$ cat config.mk
export PLATFORM = sky130hd
export DESIGN_NAME = mem_arbiter_flat
export DESIGN_NICKNAME = d
export VERILOG_FILES = /design/src/rtl/mem_arb_pkg.sv /design/src/rtl/mem_arbiter_if.sv /design/src/rtl/mem_arb_starve.sv /design/src/rtl/mem_arbiter.sv /design/src/flat_wrapper.sv
export SDC_FILE = /design/constraint.sdc
export NUM_CORES = 1
export LEC_CHECK = 0
export ABC_AREA = 1
export CORE_AREA = 4 4 104 106
export CTS_BUF_LIST = sky130_fd_sc_hd__clkbuf_4 sky130_fd_sc_hd__clkbuf_8
export DETAILED_ROUTE_END_ITERATION = 12
export DIE_AREA = 0 0 108 110
export PLACE_DENSITY = 0.77
export SETUP_SLACK_MARGIN = 0.15
export SLEW_MARGIN = 20
export SYNTH_ARGS = -nofsm -noshare
export SYNTH_HDL_FRONTEND = slang
export SYNTH_SLANG_ARGS = --single-unit
$ cat constraint.sdc
create_clock -name clk -period 1.9 [get_ports clk]
set_input_delay 0.19 -clock clk [delete_from_list [all_inputs] [get_ports clk]]
set_output_delay 0.19 -clock clk [all_outputs]
set_load 0.03 [all_outputs]
$ cat src/rtl/mem_arb_pkg.sv
// Shared types and constants for the instruction/data memory arbiter.
package mem_arb_pkg;

    typedef enum logic [1:0] {
        OWN_NONE = 2'd0,
        OWN_I    = 2'd1,
        OWN_D    = 2'd2
    } owner_e;

    localparam int MASK_W = 4;

endpackage

$ cat src/rtl/mem_arbiter_if.sv
// Bundles the fetch port, the load/store port and the memory port of mem_arbiter.
// The slave modport is the arbiter side; master is the core/memory side.
interface mem_arbiter_if #(
    parameter int ADDR_W = 32,
    parameter int DATA_W = 32
);
    import mem_arb_pkg::*;

    logic              i_req;
    logic [ADDR_W-1:0] i_addr;
    logic              i_gnt;
    logic              i_rvalid;
    logic [DATA_W-1:0] i_rdata;

    logic              d_req;
    logic [ADDR_W-1:0] d_addr;
    logic [DATA_W-1:0] d_wdata;
    logic [MASK_W-1:0] d_wmask;
    logic              d_gnt;
    logic              d_rvalid;
    logic [DATA_W-1:0] d_rdata;

    logic [ADDR_W-1:0] mem_addr;
    logic              mem_ren;
    logic [DATA_W-1:0] mem_wdata;
    logic [MASK_W-1:0] mem_wmask;
    logic [DATA_W-1:0] mem_rdata;

    modport slave (
        input  i_req, i_addr, d_req, d_addr, d_wdata, d_wmask, mem_rdata,
        output i_gnt, i_rvalid, i_rdata, d_gnt, d_rvalid, d_rdata,
               mem_addr, mem_ren, mem_wdata, mem_wmask
    );

    modport master (
        output i_req, i_addr, d_req, d_addr, d_wdata, d_wmask, mem_rdata,
        input  i_gnt, i_rvalid, i_rdata, d_gnt, d_rvalid, d_rdata,
               mem_addr, mem_ren, mem_wdata, mem_wmask
    );

endinterface

$ cat src/rtl/mem_arb_starve.sv
// Saturating count of consecutive denied fetch cycles; force_i lets fetch win
// once the count reaches STARVE_MAX.
module mem_arb_starve #(
    parameter int STARVE_MAX = 4
) (
    input  logic clk,
    input  logic reset,
    input  logic i_req,
    input  logic i_gnt,
    output logic force_i
);

    localparam int CNT_W = (STARVE_MAX > 0) ? $clog2(STARVE_MAX + 1) : 1;
    localparam logic [CNT_W-1:0] CNT_MAX = CNT_W'(STARVE_MAX);

    logic [CNT_W-1:0] starve_cnt_p1;

    always_ff @(posedge clk) begin
        if (reset) begin
            starve_cnt_p1 <= '0;
        end else if (!i_req || i_gnt) begin
            starve_cnt_p1 <= '0;
        end else if (starve_cnt_p1 != CNT_MAX) begin
            starve_cnt_p1 <= starve_cnt_p1 + 1'b1;
        end
    end

    assign force_i = (starve_cnt_p1 == CNT_MAX);

endmodule

$ cat src/rtl/mem_arbiter.sv
// Arbitrates a single-port, 1-cycle-latency memory between fetch (I) and
// load/store (D). Optional perf counters: define MEM_ARB_PERF_CNT_EN.
module mem_arbiter
    import mem_arb_pkg::*;
#(
    parameter int ADDR_W     = 32,
    parameter int DATA_W     = 32,
    parameter int STARVE_MAX = 4
) (
    input  logic         clk,
    input  logic         reset,
    mem_arbiter_if.slave bus
`ifdef MEM_ARB_PERF_CNT_EN
    ,
    output logic [31:0]  perf_i_gnt,
    output logic [31:0]  perf_d_gnt,
    output logic [31:0]  perf_conflict
`endif
);

    logic              force_i;
    logic              i_gnt_c;
    logic              d_gnt_c;
    logic              d_is_wr;
    logic [ADDR_W-1:0] mem_addr_c;
    logic              mem_ren_c;
    logic [DATA_W-1:0] mem_wdata_c;
    logic [MASK_W-1:0] mem_wmask_c;
    logic [ADDR_W-1:0] last_addr_p1;
    owner_e            owner_p1;

    mem_arb_starve #(
        .STARVE_MAX (STARVE_MAX)
    ) u_starve (
        .clk     (clk),
        .reset   (reset),
        .i_req   (bus.i_req),
        .i_gnt   (i_gnt_c),
        .force_i (force_i)
    );

    // Stage p0: combinational grant and memory command from this cycle's requests
    assign d_is_wr = |bus.d_wmask;
    assign i_gnt_c = !reset && bus.i_req && (!bus.d_req || force_i);
    assign d_gnt_c = !reset && bus.d_req && !(bus.i_req && force_i);

    always_comb begin
        mem_addr_c  = last_addr_p1;
        mem_ren_c   = 1'b0;
        mem_wdata_c = '0;
        mem_wmask_c = '0;
        if (i_gnt_c) begin
            mem_addr_c = bus.i_addr;
            mem_ren_c  = 1'b1;
        end else if (d_gnt_c) begin
            mem_addr_c = bus.d_addr;
            mem_ren_c  = !d_is_wr;
            if (d_is_wr) begin
                mem_wdata_c = bus.d_wdata;
                mem_wmask_c = bus.d_wmask;
            end
        end
    end

    // Stage p1: owner of the read returning from memory this cycle
    always_ff @(posedge clk) begin
        if (reset) begin
            owner_p1     <= OWN_NONE;
            last_addr_p1 <= '0;
        end else begin
            last_addr_p1 <= mem_addr_c;
            if (i_gnt_c) begin
                owner_p1 <= OWN_I;
            end else if (d_gnt_c && !d_is_wr) begin
                owner_p1 <= OWN_D;
            end else begin
                owner_p1 <= OWN_NONE;
            end
        end
    end

    assign bus.i_gnt     = i_gnt_c;
    assign bus.d_gnt     = d_gnt_c;
    assign bus.mem_addr  = mem_addr_c;
    assign bus.mem_ren   = mem_ren_c;
    assign bus.mem_wdata = mem_wdata_c;
    assign bus.mem_wmask = mem_wmask_c;

    // Reset gates the responses so a read in flight at reset is dropped
    assign bus.i_rvalid = !reset && (owner_p1 == OWN_I);
    assign bus.d_rvalid = !reset && (owner_p1 == OWN_D);
    assign bus.i_rdata  = bus.i_rvalid ? bus.mem_rdata : '0;
    assign bus.d_rdata  = bus.d_rvalid ? bus.mem_rdata : '0;

`ifdef MEM_ARB_PERF_CNT_EN
    always_ff @(posedge clk) begin
        if (reset) begin
            perf_i_gnt    <= '0;
            perf_d_gnt    <= '0;
            perf_conflict <= '0;
        end else begin
            if (i_gnt_c) begin
                perf_i_gnt <= perf_i_gnt + 32'd1;
            end
            if (d_gnt_c) begin
                perf_d_gnt <= perf_d_gnt + 32'd1;
            end
            if (bus.i_req && bus.d_req) begin
                perf_conflict <= perf_conflict + 32'd1;
            end
        end
    end
`endif

endmodule
$ cat src/flat_wrapper.sv
// flat-port wrapper written by rule: the top's interface ports become plain ports
module mem_arbiter_flat import mem_arb_pkg::*;
#(
    parameter int ADDR_W     = 32,
    parameter int DATA_W     = 32,
    parameter int STARVE_MAX = 4
)
  (clk, reset, bus_i_req, bus_i_addr, bus_d_req, bus_d_addr, bus_d_wdata, bus_d_wmask, bus_mem_rdata, bus_i_gnt, bus_i_rvalid, bus_i_rdata, bus_d_gnt, bus_d_rvalid, bus_d_rdata, bus_mem_addr, bus_mem_ren, bus_mem_wdata, bus_mem_wmask);
  mem_arbiter_if #(.ADDR_W(ADDR_W), .DATA_W(DATA_W)) bus_i ();
  input  logic clk;
  input  logic reset;
  input wire logic [$bits(bus_i.i_req)-1:0] bus_i_req;
  input wire logic [$bits(bus_i.i_addr)-1:0] bus_i_addr;
  input wire logic [$bits(bus_i.d_req)-1:0] bus_d_req;
  input wire logic [$bits(bus_i.d_addr)-1:0] bus_d_addr;
  input wire logic [$bits(bus_i.d_wdata)-1:0] bus_d_wdata;
  input wire logic [$bits(bus_i.d_wmask)-1:0] bus_d_wmask;
  input wire logic [$bits(bus_i.mem_rdata)-1:0] bus_mem_rdata;
  output wire logic [$bits(bus_i.i_gnt)-1:0] bus_i_gnt;
  output wire logic [$bits(bus_i.i_rvalid)-1:0] bus_i_rvalid;
  output wire logic [$bits(bus_i.i_rdata)-1:0] bus_i_rdata;
  output wire logic [$bits(bus_i.d_gnt)-1:0] bus_d_gnt;
  output wire logic [$bits(bus_i.d_rvalid)-1:0] bus_d_rvalid;
  output wire logic [$bits(bus_i.d_rdata)-1:0] bus_d_rdata;
  output wire logic [$bits(bus_i.mem_addr)-1:0] bus_mem_addr;
  output wire logic [$bits(bus_i.mem_ren)-1:0] bus_mem_ren;
  output wire logic [$bits(bus_i.mem_wdata)-1:0] bus_mem_wdata;
  output wire logic [$bits(bus_i.mem_wmask)-1:0] bus_mem_wmask;
  assign bus_i.i_req = bus_i_req;
  assign bus_i.i_addr = bus_i_addr;
  assign bus_i.d_req = bus_d_req;
  assign bus_i.d_addr = bus_d_addr;
  assign bus_i.d_wdata = bus_d_wdata;
  assign bus_i.d_wmask = bus_d_wmask;
  assign bus_i.mem_rdata = bus_mem_rdata;
  assign bus_i_gnt = bus_i.i_gnt;
  assign bus_i_rvalid = bus_i.i_rvalid;
  assign bus_i_rdata = bus_i.i_rdata;
  assign bus_d_gnt = bus_i.d_gnt;
  assign bus_d_rvalid = bus_i.d_rvalid;
  assign bus_d_rdata = bus_i.d_rdata;
  assign bus_mem_addr = bus_i.mem_addr;
  assign bus_mem_ren = bus_i.mem_ren;
  assign bus_mem_wdata = bus_i.mem_wdata;
  assign bus_mem_wmask = bus_i.mem_wmask;
  mem_arbiter #(.ADDR_W(ADDR_W), .DATA_W(DATA_W), .STARVE_MAX(STARVE_MAX)) u_core (.clk(clk), .reset(reset), .bus(bus_i));
endmodule
Word level (Yosys, flattened, before mapping)
Index checks and enable logic that the tools add are counted.
{ "totals": {"inputBits": 136, "register_bits": 37, "out_inout_bits": 137} }
{ "classes": {"n_reduce_logical": 18, "n_mux": 14, "n_addsub": 1, "eq_ne": 4} }
{ "op_table": {"columns": ["cell", "n"], "rows": [
  ["2-to-1 mux 32 bit", 7],
  ["2-to-1 mux 4 bit", 3],
  ["logical AND 1 bit", 8],
  ["logical NOT 1 bit", 5],
  ["OR reduction 2 bit", 2],
  ["OR reduction 4 bit", 1],
  ["adder 3 x 1 -> 3 bit (second input constant)", 1],
  ["equality test 3 bit (second input constant)", 1],
  ["2-to-1 mux 1 bit", 3],
  ["!= test 3 bit (second input constant)", 1],
  ["equality test 2 x 1 -> 1 bit (second input constant)", 1],
  ["equality test 2 bit (second input constant)", 1],
  ["logical OR 1 bit", 2],
  ["2-to-1 mux 2 bit", 1]
]} }

Depth between registers and ports, before layout
{ "logic_depth": {"ltp_word": 7, "ltp_mapped": 10, "ltp_nobuf": 8} }

Cells and area by module
Synthesis repeated with hierarchy kept, for this count alone.
{ "hier_totals": {"cells_unflattened": 508, "hier_area_um2": 2841.5} }
{ "modules_own_cells": {"columns": ["module", "cells_per_inst", "area_each_um2", "n_inst"], "rows": [
  ["mem_arbiter", 480, 2660.1, 1],
  ["mem_arb_starve", 28, 181.4, 1]
]} }

Worst setup path before layout
OpenSTA, ideal clock, no wires.
{ "synth_timing": {"path_kind": "input port to output port", "startpoint": "input reset", "endpoint": "output bus_i_rdata[0]", "stages": 5, "arrival_time_ps": 1896, "path_buffers": 2, "setup_slack_ps": -186, "cell_sequence": "buf_6 nor3_1 inv_1 buf_2 nor2_1"} }
{ "synth_between": {"elab_chain_cells": 3} }
{ "synth_rtl": {"columns": ["item", "line_no", "source"], "rows": [
  ["start, declared", "flat_wrapper.sv:11", "input logic reset;"],
  ["logical NOT 1 bit", "mem_arbiter.sv:90", "assign bus.i_rvalid = !reset && (owner_p1 == OWN_I);"],
  ["logical AND 1 bit", "mem_arbiter.sv:90", null],
  ["named net bus_i_rvalid", "flat_wrapper.sv:20", "output wire logic [$bits(bus_i.i_rvalid)-1:0] bus_i_rvalid;"],
  ["2-to-1 mux 32 bit", "mem_arbiter.sv:92", "assign bus.i_rdata = bus.i_rvalid ? bus.mem_rdata : '0;"],
  ["end, declared", "flat_wrapper.sv:21", "output wire logic [$bits(bus_i.i_rdata)-1:0] bus_i_rdata;"]
]} }
The timed path passes the listed nets, and every way through them passes these cells.

Worst setup path in the final report
{ "layout_timing": {"startpoint": "register u_core.u_starve.starve_cnt_p1[0]", "endpoint": "output bus_mem_wdata[19]"} }
{ "layout_between": {"elab_chain_cells": 6, "word_cells_on_any_way": 8, "classes_between": "eq/ne (1); mux (2); reduce/logical (5)"} }
{ "layout_rtl": {"columns": ["item", "line_no", "source"], "rows": [
  ["start, declared", "mem_arb_starve.sv:16", "logic [CNT_W-1:0] starve_cnt_p1;"],
  ["start signal, assigned", "mem_arb_starve.sv:24", "starve_cnt_p1 <= starve_cnt_p1 + 1'b1;"],
  ["equality test 3 bit (*)", "mem_arb_starve.sv:28", "assign force_i = (starve_cnt_p1 == CNT_MAX);"],
  ["logical AND 1 bit", "mem_arbiter.sv:45", "assign d_gnt_c = !reset && bus.d_req && !(bus.i_req && force_i);"],
  ["logical NOT 1 bit", "mem_arbiter.sv:45", null],
  ["logical AND 1 bit", "mem_arbiter.sv:45", null],
  ["2-to-1 mux 32 bit", "mem_arbiter.sv:55", "end else if (d_gnt_c) begin"],
  ["2-to-1 mux 32 bit (*)", "mem_arbiter.sv:52", "if (i_gnt_c) begin"],
  ["end, declared", "flat_wrapper.sv:27", "output wire logic [$bits(bus_i.mem_wdata)-1:0] bus_mem_wdata;"]
]} }
Mark *: on every way between the ends. The rest lies on a longest branch, timed or not.

==> impl_metrics.ini <==
[placement]
place.gp.congestion = 0.837
placement.io_buffers = 272
detailed_place_hpwl_um = 10500
place_ws_ns = -0.0323
post_dp_cell_area_sq_um = 5760

[die]
die_y_um = 110
core.rowCount = 36
design.die.area_sq_um = 11900
fp.dieW_um = 108
placeableCoreArea_sq_um = 9770
start_util_pct = 28.8
boundaryPins = 273

[pwr]
cellInternalPower_uw = 1980
leakagePower_uw = 0.00378
vdd.ir_drop.worst_mv = 0.374
clock_power_share_pct = 18.9
seq_power_share_pct = 27.6
power.density_cell_area_nw_per_um2 = 431
p_sw_share_pct = 35.3
p_switching_uw = 1080
comb_power_share_pct = 53.6

[worst_setup_path]
worstPathRequired_ns = 1.71
worstReg2RegEnd = u_core.last_addr_p1[2]
worstPathMaxFanout = 11
reg2reg_setup_slack_ns = -0.16
critical_r2r_launch = u_core.u_starve.starve_cnt_p1[0]
timing_worst_setup_path_type = register to primary output
critical_path.startpoint_type = register
ff2ff_path_depth = 15
crit_arrival_ns = 1.91
crit_path_end_kind = primary output

[timing]
hold_viol_final = 0
setup_ws_post_layout_ns = -0.202
maximum_clock_rate_mhz = 476
fin_clk_skew_ns = 0.00417
accumulated_negative_setup_slack_ns = -8.15
period_share_pct = 111
report.final.setup_viol = 73
hold-worst-slack_ns = 0.229
grt_setup_unrepaired = true
finalWorstPathRequiredPeriod_ns = 2.10
worstMarginPinSlew_ns = 0.358
timing.slew.headroom_pct = 76.1
maxSlewViolCount = 0

[run_status]
outcome = finished with violations
failing_checks = setup timing

[global_routing]
number_of_antenna_violations_at_the_first_check_in_global_routing = 3
globalRouteTotalUtil_pct = 22.5
grt-ovfl-total = 0
largest_net_degree_at_the_start_of_global_routing = 35
grt_pass1_vias = 4303
grt_pass1_wl_um = 21100

[routing]
first_iter_violations = 220
detail_route.vias_per_cell = 4.54
sum_of_routed_wire_length_over_all_layers_um = 16300
detailroute.via_count = 4448
drtPass1Iterations = 4
drcViolationCount = 0
wl_per_cell_um = 16.7
detail-route-antenna-nets = 0

[run]
drv.max_cap_violation_count = 0

[logic_synthesis]
synth-compound-area-share_pct = 0.355
yosys_register_bits = 37
synth.area.top_cells = sky130_fd_sc_hd__dfxtp_1 26%, sky130_fd_sc_hd__nor2_1 18%, sky130_fd_sc_hd__nand2_1 13%
synth_nets = 633
portion_of_netlist_area_occupied_by_mux_cells_pct = 0
post_synth_num_cell_types = 21
count_of_warnings_emitted_by_yosys = 0
netlist.area_leader.share_pct = 26.3
yosys.area.top_type = sky130_fd_sc_hd__dfxtp_1
fraction_of_the_mapped_netlist_area_in_simple_logic_gates_pct = 55.1
post_synth.cell_area_avg_sq_um = 5.69
synth_top_family_by_area = simple AND/OR/NAND/NOR gates
synth_sequential_area_ratio_pct = 26.3
synthCells = 495
synth-xor-area-share_pct = 0.311
synth_adder_area_share_pct = 0.888
post_synth_instance_area_sq_um = 2820

[final_layout]
fin_util_pct = 72.8
area.growth.synth_to_final_pct = 152
most_common_library_cell_in_the_layout_ignoring_fill_and_taps = sky130_fd_sc_hd__clkdlybuf4s50_1
layout_nets = 982
post_route_cells_drive_above_1_share_pct = 41.6
stdcell_area_sq_um = 7110
final_cell_mix = 133 x sky130_fd_sc_hd__clkdlybuf4s50_1, 118 x sky130_fd_sc_hd__buf_4, 109 x sky130_fd_sc_hd__nor2_1

[cts]
cts.sinks = 37
cts_hold_buf = 0
clock-root-buffer = sky130_fd_sc_hd__clkbuf_8
clock_tree.htree_level_count = 2
cts_max_path_buffers = 2
num_cts_buffers = 5
cts_tree = built
clk-insertion-delay-late_ns = 0.28
cts.reportedPaths.clkPinSlew_ns = 0.07

[min_path]
whs_endpoint = u_core.u_starve.starve_cnt_p1[1]
holdCritStartpoint = reset
min_path_cells = 4
hold_wc_path_type = input pin to register
[Yosys cell counts]
cell type	number
sky130_fd_sc_hd__clkbuf_1	11
sky130_fd_sc_hd__or2_0	24
sky130_fd_sc_hd__xor2_1	1
sky130_fd_sc_hd__nor2_1	133
sky130_fd_sc_hd__nor3_1	1
sky130_fd_sc_hd__nor2_8	1
sky130_fd_sc_hd__nand2_2	3
sky130_fd_sc_hd__nand3_2	15
sky130_fd_sc_hd__buf_6	4
sky130_fd_sc_hd__ha_1	2
sky130_fd_sc_hd__nor2_4	1
sky130_fd_sc_hd__inv_2	1
sky130_fd_sc_hd__dfxtp_1	37
sky130_fd_sc_hd__nand2_1	98
sky130_fd_sc_hd__or2_1	8
sky130_fd_sc_hd__o21ai_0	2
sky130_fd_sc_hd__inv_1	80
sky130_fd_sc_hd__buf_2	18
sky130_fd_sc_hd__nand3_1	51
sky130_fd_sc_hd__nor4_1	1
sky130_fd_sc_hd__nand4_1	3
[per-stage QoR]
stage	total power, uW	cells
2_1_floorplan	1420	495
3_3_place_gp	2070	914
3_5_place_dp	2090	914
4_1_cts	2830	954
5_1_grt	3190	980
6_report	3060	980
[power by group through the flow]
stage | logic [uW] | registers (uW) | clock network [uW]
finish | 1640 | 844 | 578
detailed placement | 1230 | 857 | 0
floorplan | 566 | 853 | 0
global route | 1740 | 848 | 609
global placement | 1220 | 855 | 0
CTS | 1410 | 840 | 586
[final cells by class]
cell class,count,area (sq um)
flip-flops and latches,37,743
well taps,133,166
multi-input cells,344,1980
diodes,3,7.51
inverters,81,309
repair buffers,375,3820
clock buffers,6,82.6
fillers,737,2660
clock inverters,1,7.51
[per-layer routing]
layer  share of wire (%)  track usage, %  up-vias
met5                   0               0        -
met4                 2.6            7.03        0
met3                 8.2            5.07       24
met2                  54            44.4      218
met1                  35            23.6     2043
li1                    -               -     2163
[worst max-delay path, stage by stage (launching register included)]
cell	delay, ns
sky130_fd_sc_hd__dfxtp_2	0.35
sky130_fd_sc_hd__inv_2	0.05
sky130_fd_sc_hd__ha_4	0.17
sky130_fd_sc_hd__buf_4	0.14
sky130_fd_sc_hd__nand3_4	0.14
sky130_fd_sc_hd__nand2_8	0.11
sky130_fd_sc_hd__buf_4	0.18
sky130_fd_sc_hd__buf_16	0.14
sky130_fd_sc_hd__nor2_1	0.15
sky130_fd_sc_hd__buf_4	0.19
[state kept, by name (all words and copies together) (netlist names)]
register,cells
u_core.owner_p1,2
u_core.u_starve.starve_cnt_p1,3
u_core.last_addr_p1,32
[kinds of logic after synthesis]
logic type / count (synthesis)
compound gates: 2
buf+inv: 114
xor+xnor: 1
simple gates: 339
flops: 37
fa+ha+maj: 2
[repair_timing]
item / in CTS / in global routing
resized for setup: 96 / 172
pin swaps: 19 / 25
endpoints found under the setup margin: 107 / 99
gates cloned: 6 / 9
setup buffers: 27 / 14
[worst max-delay path by stage]
stage                                     start           endpoint  slack [ns]
2_1_floorplan                             reset     bus_i_rdata[0]        0.14
3_3_place_gp                          bus_i_req   bus_mem_addr[11]        0.03
3_5_place_dp                          bus_i_req   bus_mem_addr[10]       -0.03
4_1_cts        u_core.u_starve.starve_cnt_p1[1]   bus_mem_addr[26]       -0.15
5_1_grt        u_core.u_starve.starve_cnt_p1[0]  bus_mem_wdata[19]       -0.26
6_report       u_core.u_starve.starve_cnt_p1[0]  bus_mem_wdata[19]       -0.20
Note: power is estimated with default switching activity, not from simulation.
